File: src/rtl/vx_om_ds_occlusion.sv
// vx_om_ds_occlusion: two-stage depth/stencil test with lane mask, depth bounds and occlusion query counter.
// The package carries the shared register layout and the OM compare/stencil-op encodings.
package vx_om_ds_pkg;

    localparam int OM_STENCIL_BITS = 8;

    localparam logic [2:0] OM_CMP_NEVER    = 3'd0;
    localparam logic [2:0] OM_CMP_LESS     = 3'd1;
    localparam logic [2:0] OM_CMP_EQUAL    = 3'd2;
    localparam logic [2:0] OM_CMP_LEQUAL   = 3'd3;
    localparam logic [2:0] OM_CMP_GREATER  = 3'd4;
    localparam logic [2:0] OM_CMP_NOTEQUAL = 3'd5;
    localparam logic [2:0] OM_CMP_GEQUAL   = 3'd6;
    localparam logic [2:0] OM_CMP_ALWAYS   = 3'd7;

    localparam logic [2:0] OM_OP_KEEP      = 3'd0;
    localparam logic [2:0] OM_OP_ZERO      = 3'd1;
    localparam logic [2:0] OM_OP_REPLACE   = 3'd2;
    localparam logic [2:0] OM_OP_INCR      = 3'd3;
    localparam logic [2:0] OM_OP_DECR      = 3'd4;
    localparam logic [2:0] OM_OP_INVERT    = 3'd5;
    localparam logic [2:0] OM_OP_INCR_WRAP = 3'd6;
    localparam logic [2:0] OM_OP_DECR_WRAP = 3'd7;

    // Per-face fields are indexed by face: [0] = front, [1] = back.
    typedef struct packed {
        logic [2:0]                            depth_func;
        logic                                  depth_writemask;
        logic [1:0][2:0]                       stencil_func;
        logic [1:0][2:0]                       stencil_zpass;
        logic [1:0][2:0]                       stencil_zfail;
        logic [1:0][2:0]                       stencil_fail;
        logic [1:0][OM_STENCIL_BITS-1:0]       stencil_ref;
        logic [1:0][OM_STENCIL_BITS-1:0]       stencil_mask;
        logic [1:0][OM_STENCIL_BITS-1:0]       stencil_writemask;
    } om_dcrs_t;

endpackage

module vx_om_ds_occlusion
    import vx_om_ds_pkg::*;
#(
    parameter string INSTANCE_ID  = "",
    parameter int    NUM_LANES    = 4,
    parameter int    TAG_WIDTH    = 1,
    parameter int    DEPTH_BITS   = 24,
    parameter int    STENCIL_BITS = 8,
    parameter int    COUNT_BITS   = 32
) (
    input  logic                                     i_clk,
    input  logic                                     i_reset,
    input  om_dcrs_t                                 i_dcrs,
    input  logic                                     i_bounds_en,
    input  logic [DEPTH_BITS-1:0]                    i_bounds_min,
    input  logic [DEPTH_BITS-1:0]                    i_bounds_max,
    input  logic                                     i_valid_in,
    output logic                                     o_ready_in,
    input  logic [TAG_WIDTH-1:0]                     i_tag_in,
    input  logic [NUM_LANES-1:0]                     i_mask_in,
    input  logic [NUM_LANES-1:0]                     i_face,
    input  logic [NUM_LANES-1:0][DEPTH_BITS-1:0]     i_depth_ref,
    input  logic [NUM_LANES-1:0][DEPTH_BITS-1:0]     i_depth_val,
    input  logic [NUM_LANES-1:0][STENCIL_BITS-1:0]   i_stencil_val,
    output logic                                     o_valid_out,
    input  logic                                     i_ready_out,
    output logic [TAG_WIDTH-1:0]                     o_tag_out,
    output logic [NUM_LANES-1:0][DEPTH_BITS-1:0]     o_depth_out,
    output logic [NUM_LANES-1:0][STENCIL_BITS-1:0]   o_stencil_out,
    output logic [NUM_LANES-1:0]                     o_pass_out,
    input  logic                                     i_query_begin,
    input  logic                                     i_query_end,
    output logic                                     o_query_active,
    output logic                                     o_query_done,
    output logic [COUNT_BITS-1:0]                    o_query_count
);

    localparam int PW = $clog2(NUM_LANES + 1);
    localparam int CW = (DEPTH_BITS > STENCIL_BITS) ? DEPTH_BITS : STENCIL_BITS;

    // Encoding bits 0/1/2 select less/equal/greater, so NEVER and ALWAYS fall out naturally.
    function automatic logic f_cmp(input logic [2:0] func, input logic [CW-1:0] a, input logic [CW-1:0] b);
        return (func[0] & (a < b)) | (func[1] & (a == b)) | (func[2] & (a > b));
    endfunction

    function automatic logic [STENCIL_BITS-1:0] f_op(input logic [2:0] op, input logic [STENCIL_BITS-1:0] val,
                                                     input logic [STENCIL_BITS-1:0] sref);
        logic [STENCIL_BITS-1:0] res;
        case (op)
            OM_OP_ZERO:      res = '0;
            OM_OP_REPLACE:   res = sref;
            OM_OP_INCR:      res = (&val) ? val : val + STENCIL_BITS'(1);
            OM_OP_DECR:      res = (val == '0) ? val : val - STENCIL_BITS'(1);
            OM_OP_INVERT:    res = ~val;
            OM_OP_INCR_WRAP: res = val + STENCIL_BITS'(1);
            OM_OP_DECR_WRAP: res = val - STENCIL_BITS'(1);
            default:         res = val;
        endcase
        return res;
    endfunction

    logic                                     r_active, r_epoch;
    logic [COUNT_BITS-1:0]                    r_count;
    logic                                     r_s1_valid, r_s1_flag, r_s1_epoch;
    logic [TAG_WIDTH-1:0]                     r_s1_tag;
    logic [NUM_LANES-1:0]                     r_s1_mask, r_s1_face, r_s1_dpass, r_s1_spass;
    logic [NUM_LANES-1:0][DEPTH_BITS-1:0]     r_s1_dref, r_s1_dval;
    logic [NUM_LANES-1:0][STENCIL_BITS-1:0]   r_s1_sval;
    logic                                     r_s2_valid, r_s2_flag, r_s2_epoch;
    logic [TAG_WIDTH-1:0]                     r_s2_tag;
    logic [NUM_LANES-1:0]                     r_s2_pass;
    logic [NUM_LANES-1:0][DEPTH_BITS-1:0]     r_s2_depth;
    logic [NUM_LANES-1:0][STENCIL_BITS-1:0]   r_s2_sten;

    logic                                     w_stall, w_fire, w_count_en;
    logic [NUM_LANES-1:0]                     w_dpass, w_spass, w_pass;
    logic [NUM_LANES-1:0][2:0]                w_op;
    logic [NUM_LANES-1:0][STENCIL_BITS-1:0]   w_sref, w_smask, w_wm, w_sres, w_sten;
    logic [NUM_LANES-1:0][DEPTH_BITS-1:0]     w_depth;
    logic [PW-1:0]                            w_pop;
    logic [COUNT_BITS:0]                      w_sum;

    assign w_stall    = r_s2_valid & ~i_ready_out;
    assign w_fire     = r_s2_valid & i_ready_out;
    assign w_count_en = w_fire & r_s2_flag & (r_s2_epoch == r_epoch);
    assign o_ready_in = ~w_stall;

    // Stage 1: per-lane depth, bounds and stencil compares on the incoming beat.
    always_comb begin
        w_dpass = '0;
        w_spass = '0;
        w_sref  = '0;
        w_smask = '0;
        for (int i = 0; i < NUM_LANES; i++) begin
            w_sref[i]  = i_dcrs.stencil_ref[i_face[i]][STENCIL_BITS-1:0];
            w_smask[i] = i_dcrs.stencil_mask[i_face[i]][STENCIL_BITS-1:0];
            w_dpass[i] = f_cmp(i_dcrs.depth_func, CW'(i_depth_ref[i]), CW'(i_depth_val[i]))
                       & (~i_bounds_en | ((i_depth_val[i] >= i_bounds_min) & (i_depth_val[i] <= i_bounds_max)));
            w_spass[i] = f_cmp(i_dcrs.stencil_func[i_face[i]], CW'(w_sref[i] & w_smask[i]),
                               CW'(i_stencil_val[i] & w_smask[i]));
        end
    end

    // Stage 2: stencil op selection and write-back values; dead lanes pass stored data through.
    always_comb begin
        w_op    = '0;
        w_wm    = '0;
        w_sres  = '0;
        w_sten  = '0;
        w_depth = '0;
        w_pass  = '0;
        for (int i = 0; i < NUM_LANES; i++) begin
            w_op[i]    = r_s1_spass[i] ? (r_s1_dpass[i] ? i_dcrs.stencil_zpass[r_s1_face[i]]
                                                        : i_dcrs.stencil_zfail[r_s1_face[i]])
                                       : i_dcrs.stencil_fail[r_s1_face[i]];
            w_wm[i]    = i_dcrs.stencil_writemask[r_s1_face[i]][STENCIL_BITS-1:0];
            w_sres[i]  = f_op(w_op[i], r_s1_sval[i], i_dcrs.stencil_ref[r_s1_face[i]][STENCIL_BITS-1:0]);
            w_sten[i]  = r_s1_mask[i] ? ((w_sres[i] & w_wm[i]) | (r_s1_sval[i] & ~w_wm[i])) : r_s1_sval[i];
            w_depth[i] = (r_s1_mask[i] & r_s1_dpass[i] & i_dcrs.depth_writemask) ? r_s1_dref[i] : r_s1_dval[i];
            w_pass[i]  = r_s1_mask[i] & r_s1_spass[i] & r_s1_dpass[i];
        end
    end

    always_comb begin
        w_pop = '0;
        for (int i = 0; i < NUM_LANES; i++)
            w_pop = w_pop + PW'(r_s2_pass[i]);
    end

    assign w_sum = {1'b0, r_count} + (COUNT_BITS+1)'(w_pop);

    always_ff @(posedge i_clk or posedge i_reset) begin
        if (i_reset) begin
            r_s1_valid <= 1'b0;
            r_s1_flag  <= 1'b0;
            r_s1_epoch <= 1'b0;
            r_s2_valid <= 1'b0;
            r_s2_flag  <= 1'b0;
            r_s2_epoch <= 1'b0;
        end else if (!w_stall) begin
            r_s1_valid <= i_valid_in;
            r_s1_flag  <= i_valid_in & r_active;
            r_s1_epoch <= r_epoch;
            r_s2_valid <= r_s1_valid;
            r_s2_flag  <= r_s1_flag;
            r_s2_epoch <= r_s1_epoch;
        end
    end

    always_ff @(posedge i_clk) begin
        if (!w_stall) begin
            r_s1_tag   <= i_tag_in;
            r_s1_mask  <= i_mask_in;
            r_s1_face  <= i_face;
            r_s1_dpass <= w_dpass;
            r_s1_spass <= w_spass;
            r_s1_dref  <= i_depth_ref;
            r_s1_dval  <= i_depth_val;
            r_s1_sval  <= i_stencil_val;
            r_s2_tag   <= r_s1_tag;
            r_s2_pass  <= w_pass;
            r_s2_depth <= w_depth;
            r_s2_sten  <= w_sten;
        end
    end

    // A begin pulse wins over both end and a same-cycle count update.
    always_ff @(posedge i_clk or posedge i_reset) begin
        if (i_reset) begin
            r_active <= 1'b0;
            r_epoch  <= 1'b0;
            r_count  <= '0;
        end else if (i_query_begin) begin
            r_active <= 1'b1;
            r_epoch  <= ~r_epoch;
            r_count  <= '0;
        end else begin
            if (i_query_end)
                r_active <= 1'b0;
            if (w_count_en)
                r_count <= w_sum[COUNT_BITS] ? '1 : w_sum[COUNT_BITS-1:0];
        end
    end

    assign o_valid_out    = r_s2_valid;
    assign o_tag_out      = r_s2_tag;
    assign o_depth_out    = r_s2_depth;
    assign o_stencil_out  = r_s2_sten;
    assign o_pass_out     = r_s2_pass;
    assign o_query_active = r_active;
    assign o_query_count  = r_count;
    assign o_query_done   = ~r_active
                          & ~(r_s1_valid & r_s1_flag & (r_s1_epoch == r_epoch))
                          & ~(r_s2_valid & r_s2_flag & (r_s2_epoch == r_epoch));

endmodule

File: config.mk
export PLATFORM = sky130hd
export DESIGN_NAME = vx_om_ds_occlusion
export DESIGN_NICKNAME = d
export VERILOG_FILES = /design/src/rtl/vx_om_ds_occlusion.sv
export SDC_FILE = /design/constraint.sdc
export NUM_CORES = 1
export LEC_CHECK = 0
export ABC_AREA = 1
export CAP_MARGIN = 10
export CORE_MARGIN = 10
export CORE_UTILIZATION = 54
export DETAILED_ROUTE_END_ITERATION = 16
export GPL_TIMING_DRIVEN = 0
export PLACE_DENSITY = 0.84
export SLEW_MARGIN = 15
export SYNTH_ARGS = -nofsm -noshare
export SYNTH_HDL_FRONTEND = slang
export SYNTH_SLANG_ARGS = --single-unit
File: constraint.sdc
create_clock -name i_clk -period 14.6 [get_ports i_clk]
set_input_delay 2.92 -clock i_clk [delete_from_list [all_inputs] [get_ports i_clk]]
set_output_delay 2.92 -clock i_clk [all_outputs]
set_load 0.005 [all_outputs]
* Word-level counts from Yosys, hierarchy flattened *
Cells that the tools add are included.

word-level totals
  output and inout bits = 169
  register bits = 414

operators by class
  equality and inequality tests = 38
  add/subtract/negate cells = 12
  bitwise gates (word level) = 114
  reductions and logical operators = 10
  multiplexer cells = 97
  $lt $le $gt $ge = 32

operator list
  operator                                              count
  2-to-1 mux 8 bit                                      44
  case mux 8 bit (7 select lines)                       4
  bitwise AND 8 bit                                     16
  2-to-1 mux 3 bit                                      40
  equality test 24 bit                                  4
  >= comparator 24 bit                                  4
  greater-than comparator 24 bit                        4
  <= comparator 24 bit                                  4
  less-than comparator 24 bit                           4
  2-to-1 mux 24 bit                                     4
  2-to-1 mux 32 bit                                     3
  inverter 8 bit                                        8
  bitwise AND 1 bit                                     59
  equality test 3 bit (second input constant)           16
  adder 32 x 3 -> 33 bit                                1
  adder 8 x 1 -> 8 bit (second input constant)          4
  equality test 8 bit                                   4
  greater-than comparator 8 bit                         4
  logical NOT 8 bit                                     4
  less-than comparator 8 bit                            4
  bitwise OR 8 bit                                      4
  AND reduction 8 bit                                   4
  subtractor 8 x 1 -> 8 bit (second input constant)     4
  equality test 3 x 2 -> 1 bit (second input constant)  8
  other kinds (10)                                      48

* Longest topological paths before layout *
  depth after elaboration = 9
  mapped depth = 16
  depth with buffers taken out = 16

* Worst setup path before layout *
No wires, ideal clock.

  path type = in2out
  start = input i_ready_out
  end = output o_ready_in
  path buffers = 0
  path slack = 644 ps
  arrival = 11036 ps
  data required time = 11680 ps
  cell stages on the path = 2
  cells stage by stage = inv_1 -> nand2_1

on the way
  word-level cells in the longest chain between the ends = 3

RTL lines
  element            RTL line  text
  from (decl)        65        input logic i_ready_out,
  inverter 1 bit     122       assign w_stall = r_s2_valid & ~i_ready_out;
  bitwise AND 1 bit  122
  inverter 1 bit     125       assign o_ready_in = ~w_stall;
  to (decl)          57        output logic o_ready_in,

No other way between the ends.

* Final worst setup path *
Ends and elaborated chain as after synthesis.

==> flow_summary.toml <==
[floorplan]
die_x_um = 254
fp.dieH_um = 254
die_area_um2 = 64700
num_rows = 85
core_um2 = 54100
io_pins = 533
initial_core_util = 0.548

[finish]
final_cells = 4855
syn2layout_area_growth_pct = 27.2
finalNetCount = 4806
post-route-util = 0.697
drive_gt1_frac = 0.0724

[global_routing]
antenna_found_initial = 26
grtUsageTotal = 0.323
grt_pass1_wl_um = 159000
grt_max_degree = 61
gr-total-overflow = 0
grt_pass1_vias = 26900

[clock_tree]
cts_tree = "yes"
postCtsSetupRepairBufs = 0
clkTransAtPathRegs_ns = 0.06
clock-sinks = 414
clk_path_buf_depth = 3
hold_buffers = 0
root_buffer = "clkbuf_16"
cts_repair_resize_count = 0
cts_inserted_buffers = 48
h-tree-depth = 2
clk-insertion-delay-late_ns = 0.64

[sta]
max_freq_mhz = 115
rsz0062_at_grt = "false"
drv_slew = 0
slew-limit-headroom = 0.298
fin_crit_ns = 8.72
finalHoldViolations = 0
period_share = 0.597
skew_ns = 0.0724
tightest_slew_ns = 1.05
setup_viol = 0

[yosys]
yosys_warnings = 0
avgSynthCellArea_um2 = 8.44
synth-edff-count = 374
async_flop_share = 0.0966
synth_ff_type = "edfxtp_1"
synth.cell_area_um2 = 29700
yosysUniqueCellTypes = 52
syn-num-nets = 4217
synth-seq-cells = 414
syn_inst = 3517
ys_seq_area_frac = 0.412

[power_and_ir_drop]
swShare = 0.323
p_seq_frac = 0.392
p_switching_w = 0.00126
p_clk_frac = 0.321
power_frac_comb = 0.286
power.total_w = 0.00390
cellLeakagePower_nw = 17.4
p_int_w = 0.00264
ir_drop_mv = 0.102
p_per_area_nw_per_um2 = 103

[detailed_routing]
ant_nets = 0
drc = 0
via_per_inst = 5.74
dr.pass1.iters = 6
drtIter0Drc = 2602
wl_per_cell_um = 22.2
vias = 27900
routed_wl_um = 108000

[critical_path]
startpoint_type = "primary input"
path_max_fanout = 60
cp.arrival_ns = 5.80
cp.required_ns = 11.68
endpoint_kind = "output pin"
path_class = "primary input to output pin"

[placement]
hpwl_um = 85800
gp_congestion = 1.05
placed_cells = 4752
portBuffers = 532

[run_status]
status = "finished, final reports clean"

[run]
drv_cap = 0

[worst_hold_path]
hp-class = "flop to flop"
==> worst max-delay path, cell delays in order <==
cell and delay, ns:
clkdlybuf4s50_1 0.45, inv_1 0.15, nand2_4 0.58, buf_16 0.36
buf_16 0.30, buf_16 0.29, clkdlybuf4s50_1 0.58
==> state kept, by name, indices dropped and copies added, names as in the netlist, 4 cells and up <==
register       flops
o_depth_out       96
r_s1_dref         96
r_s1_dval         96
o_query_count     32
o_stencil_out     32
r_s1_sval         32
o_pass_out         4
r_s1_dpass         4
r_s1_face          4
r_s1_mask          4
r_s1_spass         4
==> cells by family (layout without fill, tap and decap cells) <==
| family | count (synthesis) | count (layout) | share of synthesized area |
|---|---|---|---|
| AO/OA/AOI/OAI | 491 | 491 | 0.0896 |
| XOR/XNOR | 47 | 47 | 0.0139 |
| adder cells (fa/ha/maj) | 336 | 336 | 0.142 |
| buffers and inverters | 561 | 1189 | 0.0760 |
| flip-flops | 414 | 414 | 0.412 |
| multiplexers | 100 | 100 | 0.0379 |
| other | 0 | 14 | 0 |
| AND/OR/NAND/NOR | 1568 | 1568 | 0.228 |
==> per-layer routing <==
layer  wire, µm  vias up  track usage
li1           -    13200            -
met1      39100    12800        0.381
met2      50300     1521        0.529
met3      12300      315       0.0879
met4       5820       22        0.173
met5        150        -            0
==> Yosys cell counts, drive strengths merged, types with 8 or more instances <==
cell type | instances | area, µm²
nor3 | 55 | 295
xnor2 | 8 | 70.1
o21a | 17 | 128
o21ai | 207 | 1070
nand3 | 210 | 1070
nor2 | 306 | 1240
buf | 42 | 299
o211ai | 14 | 110
dfrtp | 40 | 1000
a211oi | 10 | 75.1
nand4 | 123 | 769
inv | 477 | 1800
a21oi | 223 | 1120
clkbuf | 40 | 154
nand2 | 857 | 3280
ha | 333 | 4170
xor2 | 39 | 342
mux2 | 98 | 1100
edfxtp | 374 | 11200
==> path summary, 6_finish.rpt <==
check	cells past startpoint	slack [ns]	from	to
worst min register to register	0	0.45	r_s1_tag$_DFFE_PN_	o_tag_out$_DFFE_PN_
worst max-delay path	7	5.88	i_ready_out	o_ready_in
worst max register to register	13	11.44	o_pass_out[1]$_DFFE_PN_	o_query_count[30]$_DFFE_PP0P_
min in group asynchronous	2	2.62	i_reset	r_s1_valid$_DFFE_PP0N_
worst min-delay path	0	0.45	r_s1_tag$_DFFE_PN_	o_tag_out$_DFFE_PN_
max in group asynchronous	3	11.52	i_reset	o_query_count[0]$_DFFE_PP0P_
==> final cells by class <==
cell class                 instances  area (µm²)
fill                            4149       16400
multi-input combinational       2542       15200
sequential                       414       12200
timing repair buffer             539        5520
inverter                         479        1800
clock buffer                      49        1200
tap                              696         871
buffer                            82         453
clock inverter                    40         425
antenna                           14        35.0
==> per-stage QoR <==
step                instance area [µm²]  setup slack [ns]  setup TNS, ns  hold WS (ns)
finish                            37700              5.88              0         0.453
global route                      37700              5.70              0         0.451
CTS                               37700              5.86              0         0.455
detailed placement                36100              5.88              0         0.437
global placement                  35900             -5.02        -599.39         0.402
floorplan                         29700             0.644              0         0.400
==> power groups by stage <==
| stage | logic (W) | clock network (W) | registers [W] |
|---|---|---|---|
| floorplan | 0.000594 | 0 | 0.00158 |
| global placement | 0.00106 | 0 | 0.00161 |
| detailed placement | 0.00109 | 0 | 0.00155 |
| CTS | 0.00110 | 0.00127 | 0.00153 |
| global route | 0.00122 | 0.00132 | 0.00154 |
| finish | 0.00112 | 0.00125 | 0.00153 |
==> cells in the final DEF (no fill, tap or decap), types with 48 or more instances in the layout <==
cell             netlist  final
nor3_1                51     51
o21ai_0              188    188
nand3_1              206    206
nand2_1              839    838
a21oi_1              223    223
ha_1                 333    333
inv_1                468    467
mux2_2                98     98
edfxtp_1             374    374
clkdlybuf4s50_1        0    532
nand4_1              123    123
clkbuf_16              0     48
nor2_1               288    288
No activity file was read; power rests on OpenSTA's default activity.
